<file path="config.mk">
export PLATFORM = sky130hd
export DESIGN_NAME = axi_writen
export DESIGN_NICKNAME = d
export VERILOG_FILES = /design/src/rtl/axi_writen_pkg.sv /design/src/rtl/axi_writen_iter.sv /design/src/rtl/axi_writen.sv
export SDC_FILE = /design/constraint.sdc
export NUM_CORES = 1
export LEC_CHECK = 0
export BUFFER_PORTS_ARGS = -buffer_cell sky130_fd_sc_hd__buf_4
export CAP_MARGIN = 20
export CELL_PAD_IN_SITES_DETAIL_PLACEMENT = 2
export CELL_PAD_IN_SITES_GLOBAL_PLACEMENT = 2
export CORE_MARGIN = 2
export CORE_UTILIZATION = 31
export CTS_CLUSTER_DIAMETER = 150
export DETAILED_ROUTE_END_ITERATION = 8
export PLACE_DENSITY_LB_ADDON = 0.1
export SETUP_SLACK_MARGIN = 0.5
export SLEW_MARGIN = 20
export SYNTH_ARGS = -nofsm -noshare
export SYNTH_HDL_FRONTEND = slang
export SYNTH_SLANG_ARGS = --single-unit
</file>
<file path="constraint.sdc">
create_clock -name axi_clk -period 4.75 [get_ports axi_clk]
set_input_delay 0.95 -clock axi_clk [delete_from_list [all_inputs] [get_ports axi_clk]]
set_output_delay 0.95 -clock axi_clk [all_outputs]
set_load 0.03 [all_outputs]
</file>
<file path="src/rtl/axi_writen_pkg.sv">
// axi_writen shared types: FSM states and AXI response codes.
// Optional AXI_WRITEN_RESP_ERR_EN enables error accumulation in the top.
package axi_writen_pkg;

    typedef enum logic [1:0] {
        S_IDLE,
        S_BEATS,
        S_DRAIN,
        S_RESP
    } state_t;

    localparam logic [1:0] RESP_OKAY   = 2'b00;
    localparam logic [1:0] RESP_SLVERR = 2'b10;

    function automatic logic [1:0] resp_max(
        input logic [1:0] a,
        input logic [1:0] b
    );
        return (a > b) ? a : b;
    endfunction

endpackage

</file>
<file path="src/rtl/axi_writen_iter.sv">
// Address iterator: loads a start value, then steps by INC_VAL
// (wrapping at 2^WIDTH) on each increment request.
module axi_writen_iter #(
    parameter int WIDTH   = 20,
    parameter int INC_VAL = 2
) (
    input  logic             clk,
    input  logic             rst_n,
    input  logic             init,
    input  logic [WIDTH-1:0] init_val,
    input  logic             inc,
    output logic [WIDTH-1:0] val
);

    always_ff @(posedge clk or negedge rst_n) begin
        if (!rst_n) begin
            val <= '0;
        end else if (init) begin
            val <= init_val;
        end else if (inc) begin
            val <= val + WIDTH'(INC_VAL);
        end
    end

endmodule

</file>
<file path="src/rtl/axi_writen.sv">
// Splits one write burst into single-beat subordinate writes and folds
// the per-beat responses into one. Optional: AXI_WRITEN_RESP_ERR_EN.
module axi_writen
    import axi_writen_pkg::*;
#(
    parameter int STRIDE           = 2,
    parameter int AXI_ADDR_WIDTH   = 20,
    parameter int AXI_DATA_WIDTH   = 16,
    parameter int AXI_AWLENW_WIDTH = 8,
    parameter int MAX_OUTSTANDING  = 4
) (
    input  logic                        axi_clk,
    input  logic                        axi_resetn,
    input  logic [AXI_ADDR_WIDTH-1:0]   in_axi_awaddr,
    input  logic [AXI_AWLENW_WIDTH-1:0] in_axi_awlenw,
    input  logic                        in_axi_awvalid,
    output logic                        in_axi_awready,
    input  logic [AXI_DATA_WIDTH-1:0]   in_axi_wdata,
    input  logic                        in_axi_wlast,
    input  logic                        in_axi_wvalid,
    output logic                        in_axi_wready,
    output logic [1:0]                  in_axi_bresp,
    output logic                        in_axi_bvalid,
    input  logic                        in_axi_bready,
    output logic [AXI_ADDR_WIDTH-1:0]   out_axi_awaddr,
    output logic                        out_axi_awvalid,
    input  logic                        out_axi_awready,
    output logic [AXI_DATA_WIDTH-1:0]   out_axi_wdata,
    output logic                        out_axi_wvalid,
    input  logic                        out_axi_wready,
    input  logic [1:0]                  out_axi_bresp,
    input  logic                        out_axi_bvalid,
    output logic                        out_axi_bready
);

    localparam int OW = $clog2(MAX_OUTSTANDING) + 1;

    state_t                      state;
    logic [AXI_ADDR_WIDTH-1:0]   addr;
    logic [AXI_AWLENW_WIDTH-1:0] beats_left;
    logic [OW-1:0]               outstanding;
    logic [OW-1:0]               out_next;
    logic                        aw_hs;
    logic                        w_hs;
    logic                        b_hs;
    logic                        aw_clr;
    logic                        w_clr;
    logic                        drained;
    logic [1:0]                  resp_now;

    assign out_axi_bready = 1'b1;

    assign aw_hs  = in_axi_awvalid && in_axi_awready;
    assign aw_clr = !out_axi_awvalid || out_axi_awready;
    assign w_clr  = !out_axi_wvalid || out_axi_wready;

    assign in_axi_wready = (state == S_BEATS) && aw_clr && w_clr &&
                           (outstanding < OW'(MAX_OUTSTANDING));

    assign w_hs = in_axi_wvalid && in_axi_wready;
    // Stray responses after a mid-burst reset must not underflow the count
    assign b_hs = out_axi_bvalid && out_axi_bready && (outstanding != '0);

    assign out_next = outstanding + OW'(w_hs) - OW'(b_hs);
    assign drained  = (out_next == '0) && aw_clr && w_clr;

    axi_writen_iter #(
        .WIDTH   (AXI_ADDR_WIDTH),
        .INC_VAL (STRIDE)
    ) u_iter (
        .clk      (axi_clk),
        .rst_n    (axi_resetn),
        .init     (aw_hs),
        .init_val (in_axi_awaddr),
        .inc      (w_hs),
        .val      (addr)
    );

`ifdef AXI_WRITEN_RESP_ERR_EN
    logic [1:0] acc;
    logic [1:0] acc_next;
    logic       wlast_err;

    assign acc_next = b_hs ? resp_max(acc, out_axi_bresp) : acc;
    assign resp_now = wlast_err ? RESP_SLVERR : acc_next;

    always_ff @(posedge axi_clk or negedge axi_resetn) begin
        if (!axi_resetn) begin
            acc       <= RESP_OKAY;
            wlast_err <= 1'b0;
        end else if (aw_hs) begin
            acc       <= RESP_OKAY;
            wlast_err <= 1'b0;
        end else begin
            acc <= acc_next;
            if (w_hs && (in_axi_wlast != (beats_left == '0))) begin
                wlast_err <= 1'b1;
            end
        end
    end
`else
    logic unused_resp;
    assign unused_resp = &{1'b0, out_axi_bresp, in_axi_wlast};
    assign resp_now    = RESP_OKAY;
`endif

    always_ff @(posedge axi_clk or negedge axi_resetn) begin
        if (!axi_resetn) begin
            state           <= S_IDLE;
            in_axi_awready  <= 1'b0;
            in_axi_bvalid   <= 1'b0;
            in_axi_bresp    <= RESP_OKAY;
            out_axi_awvalid <= 1'b0;
            out_axi_wvalid  <= 1'b0;
            out_axi_awaddr  <= '0;
            out_axi_wdata   <= '0;
            beats_left      <= '0;
            outstanding     <= '0;
        end else begin
            outstanding <= out_next;
            if (out_axi_awready) out_axi_awvalid <= 1'b0;
            if (out_axi_wready)  out_axi_wvalid  <= 1'b0;
            if (w_hs) begin
                out_axi_awaddr  <= addr;
                out_axi_wdata   <= in_axi_wdata;
                out_axi_awvalid <= 1'b1;
                out_axi_wvalid  <= 1'b1;
            end
            unique case (state)
                S_IDLE: begin
                    in_axi_awready <= 1'b1;
                    if (aw_hs) begin
                        in_axi_awready <= 1'b0;
                        beats_left     <= in_axi_awlenw;
                        state          <= S_BEATS;
                    end
                end
                S_BEATS: begin
                    if (w_hs) begin
                        if (beats_left == '0) state <= S_DRAIN;
                        else beats_left <= beats_left - 1'b1;
                    end
                end
                S_DRAIN: begin
                    if (drained) begin
                        in_axi_bvalid <= 1'b1;
                        in_axi_bresp  <= resp_now;
                        state         <= S_RESP;
                    end
                end
                S_RESP: begin
                    if (in_axi_bready) begin
                        in_axi_bvalid  <= 1'b0;
                        in_axi_awready <= 1'b1;
                        state          <= S_IDLE;
                    end
                end
            endcase
        end
    end

endmodule

</file>
==> Yosys cells after proc, flatten, opt, wreduce, memory -nomap -nowiden <==
Index checks and enable logic that the tools add are counted.
{ "op_classes": {"n_lt_le_gt_ge": 1, "n_reduce_logical": 26, "n_addsub": 4, "n_eq_ne": 9, "muxes": 22} }
{ "ops": {"columns": ["operator", "n"], "rows": [
  ["$mux W20", 2],
  ["$mux W8", 3],
  ["$add A20 B2 Y20 const B", 1],
  ["$pmux W8 S2", 1],
  ["$reduce_bool A2 Y1", 6],
  ["$mux W2", 5],
  ["$ne A2 B2 Y1 const B", 5],
  ["$logic_and A1 B1 Y1", 8],
  ["$logic_not A8 Y1", 1],
  ["$mux W1", 8],
  ["$pmux W2 S4", 1],
  ["$sub A8 B1 Y8 const B", 1],
  ["$reduce_and A5 Y1", 1],
  ["$eq A2 B2 Y1 const B", 2],
  ["$pmux W1 S2", 2],
  ["$reduce_and A4 Y1", 1],
  ["$add A3 B1 Y3", 1],
  ["$logic_not A3 Y1", 1],
  ["$lt A3 B3 Y1 const B", 1],
  ["$reduce_and A3 Y1", 1],
  ["$reduce_bool A3 Y1", 1],
  ["$sub A3 B1 Y3", 1],
  ["$eq A2 B1 Y1 const B", 1],
  ["$logic_not A1 Y1", 2],
  ["4 further kinds", 5]
]} }
{ "totals": {"output_inout_bits": 44, "in_bits": 55, "reg_bits": 73} }

==> Longest topological paths before layout <==
{ "logic_depth": {"word_depth": 13, "depth_mapped": 17, "mapped_depth_nobuf": 14} }

==> Hierarchy <==
Synthesis repeated with hierarchy kept, for this count alone.
{ "hier_totals": {"cells_unflattened": 401, "hier_area_um2": 3633.5} }
{ "by_module_without_submodules": {"columns": ["module", "cells_each", "instances", "area_each_um2", "seq_area_each_um2"], "rows": [
  ["axi_writen", 276, 1, 2493.6, 1326.3],
  ["axi_writen_iter", 125, 1, 1139.8, 500.5]
]} }

==> Worst setup path after synthesis <==
Ideal clock, no wire load.
{ "synth_timing": {"kind": "in2reg", "start": "in out_axi_awready", "end": "reg state[1]", "n_path_buf": 2, "slack_ns": 0.835, "cell_stages": 13, "arrival_time_ns": 3.790, "cell_sequence": "nand2b_1 and4_4 buf_6 inv_4 clkbuf_1 ha_1 inv_1 ha_1 fa_1 or3_1 o32ai_2 nand3_2 mux2_4"} }
{ "synth_via": {"elab_chain_len": 12, "elab_cells_between_ends": 13, "cone_classes": "add/sub (2); eq/ne (2); reduce/logical (9)"} }
{ "synth_lines": {"columns": ["item", "line", "source"], "rows": [
  ["start, declared", "axi_writen.sv:27", "input logic out_axi_awready,"],
  ["$logic_or A1 B1 Y1", "axi_writen.sv:54", "assign aw_clr = !out_axi_awvalid || out_axi_awready;"],
  ["$logic_and A1 B1 Y1 (3 in series)", "axi_writen.sv:57", "assign in_axi_wready = (state == S_BEATS) && aw_clr && w_clr &&"],
  ["$logic_and A1 B1 Y1", "axi_writen.sv:60", "assign w_hs = in_axi_wvalid && in_axi_wready;"],
  ["$add A3 B1 Y3", "axi_writen.sv:64", "assign out_next = outstanding + OW'(w_hs) - OW'(b_hs);"],
  ["$sub A3 B1 Y3", "axi_writen.sv:64", null],
  ["net out_next[1]", "axi_writen.sv:42", "logic [OW-1:0] out_next;"],
  ["$logic_not A3 Y1", "axi_writen.sv:65", "assign drained = (out_next == '0) && aw_clr && w_clr;"],
  ["$logic_and A1 B1 Y1 (2 in series)", "axi_writen.sv:65", null],
  ["$ne A2 B2 Y1 (no line)", null, null],
  ["$reduce_and A5 Y1 (no line)", null, null],
  ["end signal, assigned", "axi_writen.sv:109", "state <= S_IDLE;"],
  ["end signal, assigned", "axi_writen.sv:135", "state <= S_BEATS;"],
  ["end signal, assigned", "axi_writen.sv:140", "if (beats_left == '0) state <= S_DRAIN;"],
  ["end, declared", "axi_writen.sv:38", "state_t state;"]
]} }
The timed path passes the listed nets, and every way through them passes these cells.
A chain may end at the register's enable or synchronous reset.

==> Worst setup path in the final report <==
{ "layout_timing": {"start": "reg state[1]", "end": "reg state[1]"} }
{ "layout_via": {"elab_chain_len": 12, "elab_cells_between_ends": 20, "cone_classes": "add/sub (2); eq/ne (8); mux (1); reduce/logical (9)"} }
{ "layout_lines": {"columns": ["item", "line"], "rows": [
  ["$eq A2 B1 Y1", "axi_writen.sv:57"],
  ["$logic_and A1 B1 Y1 (3 in series)", "axi_writen.sv:57"],
  ["$logic_and A1 B1 Y1", "axi_writen.sv:60"],
  ["$add A3 B1 Y3", "axi_writen.sv:64"],
  ["$sub A3 B1 Y3", "axi_writen.sv:64"],
  ["net out_next[1]", "axi_writen.sv:42"],
  ["$logic_not A3 Y1", "axi_writen.sv:65"],
  ["$logic_and A1 B1 Y1 (2 in series)", "axi_writen.sv:65"],
  ["$ne A2 B2 Y1 (no line)", null],
  ["$reduce_and A5 Y1 (no line)", null]
]} }
The timed path passes the listed nets, and every way through them passes these cells.

==> results.txt <==
grt ovf = 0
Seq/Total Area, Yosys = 0.511
Total Neg Setup Slack = 0 ns
xor and xnor area share after synthesis = 0.0490
register bit count reported by yosys = 73
Synth Area in Compound Gates = 0.0949
Die W = 111 um
post-DP HPWL = 6.75 mm
R2R depth = 14
clk slew on worst S/H paths = 0.06 ns
Tot GR Track Use = 0.172
synthesized area per cell = 9.05 um^2
final instance area = 0.00471 mm^2
initial antenna violation count = 0
row count = 39
final worst-path cycle share = 0.763
nets@finish = 546
initial core utilization = 0.316
Core Box Area = 0.0113 mm^2
Simple-Gate Fraction of Synth Area = 0.242
worst setup margin = 1.12 ns
CTS resizes = 0
Critical Path Fanout Max = 19
first-pass GRT wire length = 17.0 mm
Syn. warnings = 0
htree depth = 3
routed wl met3 = 346 um
main combinational cell family by area after synthesis = simple AND/OR/NAND/NOR gates
Yosys top cell area share = 0.511
cell with the most instances after synthesis = nand2_1
Max Transition Viols Final = 0
Top Ports = 99
LEAKAGE = 2.32 nW
CTS buffer count = 9
Hold Buf Count CTS = 0
total power = 3.39 mW
drt via density = 4.76
share of layout cells above drive strength 1 = 0.257
DR vias = 2997
commonest cells in the netlist = nand2_1, dfrtp_1, nor2_1
Hold Vio Cnt, Final = 0
synth top area cells = dfrtp_1, nand2_1, xnor2_1, a21oi_1, ha_1
clk_lat worst skew = 0.33 ns
port bufs = 92
Max IR drop VDD = 0.249 mV
Power Density = 720 mW/mm^2
height of the die = 111 um
unrepaired setup endpoints after global routing = no
routed wire length = 10.1 mm
CTS max path bufs = 2
vias in the first global route = 3315
pre-CTS setup slack = 0.923 ns
number of synthesized flops with an enable pin = 0
Root Buffer = clkbuf_16
area growth from synthesis to layout = 31.7%
Max Used Layer = met4
post-route DRC violation count = 0
Slew @ Worst Pin = 0.994 ns
Placement Cell Area = 0.00435 mm^2
Clock Skew = 0.00460 ns
post-synthesis adder-cell area fraction = 0.0371
Unique masters post-synth = 51
CP Capture Type = register
DR WL met2 = 5.00 mm
WL/cell = 16.0 um
Relative slew margins = 0.337
WS Path Type = register to register
antenna cells = 0
RePlAce Congestion = 0.769
largest net degree at the start of global routing = 74
die area = 0.0124 mm^2
M1 wire length = 4.51 mm
worst path arrival time = 3.84 ns
Final setup violation count = 0
Pre-antenna DRT Iters = 4
Post-CTS Setup Inserts = 0
async set-reset flop share out of synthesis = 1.00
Max Clk Rate = 0.276 GHz
status = completed
TritonCTS Sinks = 73
cells after synthesis = 395
multiplexer share of the synthesized area = 0.0102
Required @ worst endpoint = 4.97 ns
TritonCTS clock tree = yes
Final ANT Viol Nets = 0
startpoint types = register
Synth area leader = dfrtp_1
Hold Path Stages = 2
final core occ = 0.416
Hold/Removal Path Class = register to register
Max-Cap Viols = 0
DR iter-0 viols = 77
Tmin final = 3.63 ns
Primary FF master, synth = dfrtp_1
Post-Syn Area = 0.00357 mm^2
final cells by class:
type	instances	area [um^2]
Sequential cell	73	1830
Inverter	17	66.3
Tap cell	143	179
Multi-Input combinational cell	284	1560
Timing Repair Buffer	96	721
Clock buffer	12	256
Fill cell	1261	6610
Clock inverter	4	98.8
sequential cells by signal (all words and copies together) (netlist names), 2 cells and up:
name / count
beats_left: 8
out_axi_awaddr: 20
out_axi_wdata: 16
outstanding: 3
state: 2
u_iter.val: 20
layer usage:
layer  track usage  up-vias
met5             0        -
met4        0.0700        0
met3        0.0305       14
met2         0.293       65
met1         0.216     1458
li1              -     1460
path summary, 6_finish.rpt:
check                                                 to                     startpoint  slack (ns)
min reg2reg                out_axi_awaddr[5]$_DFFE_PN0P_  out_axi_awaddr[5]$_DFFE_PN0P_        0.48
min in group asynchronous      beats_left[1]$_DFFE_PN0P_                     axi_resetn        0.74
max in group asynchronous     u_iter.val[13]$_DFFE_PN0P_                     axi_resetn        3.32
max reg2reg                         state[1]$_DFFE_PN0P_           state[1]$_DFFE_PN0P_        1.12
min                        out_axi_awaddr[5]$_DFFE_PN0P_  out_axi_awaddr[5]$_DFFE_PN0P_        0.48
max                                 state[1]$_DFFE_PN0P_           state[1]$_DFFE_PN0P_        1.12
metrics by stage:
step,cells,hold WS (ns)
global placement,613,0.443
detailed placement,613,0.464
finish,629,0.476
CTS,629,0.479
floorplan,396,0.433
global route,629,0.502
layout by cell type (no fill, tap or decap), types with 8 or more instances in the layout:
master and count:
clkbuf_16 9, xnor2_1 19, ha_1 9, nor3_1 8
o21ai_0 10, inv_1 16, nor2_1 30, nand3_1 8
a21oi_1 25, buf_4 96, dfrtp_1 73, nand2_1 120
kinds of logic (layout without fill, tap and decap cells):
group | count (synthesis) | in the layout
fa+ha+maj | 10 | 10
simple gates | 192 | 192
buf+inv | 39 | 129
other cells | 2 | 3
xor+xnor | 20 | 20
flops | 73 | 73
mux | 3 | 3
compound gates | 56 | 56
worst max-delay path, stage by stage, from the launching register on:
cell     delay, ns
dfrtp_1       0.42
inv_1         0.09
ha_1          0.15
buf_4         0.22
and2b_4       0.20
and4_4        0.25
inv_4         0.04
ha_1          0.26
inv_1         0.04
ha_1          0.18
fa_1          0.45
or3_1         0.38
o32ai_2       0.33
nand3_2       0.16
mux2_4        0.33
power by group:
| part | switching (mW) | internal [mW] |
|---|---|---|
| sequential | 0.213 | 0.894 |
| clock | 0.268 | 0.543 |
| combinational | 0.904 | 0.568 |
| total | 1.38 | 2.00 |
Note: power is estimated with default switching activity, not from simulation.
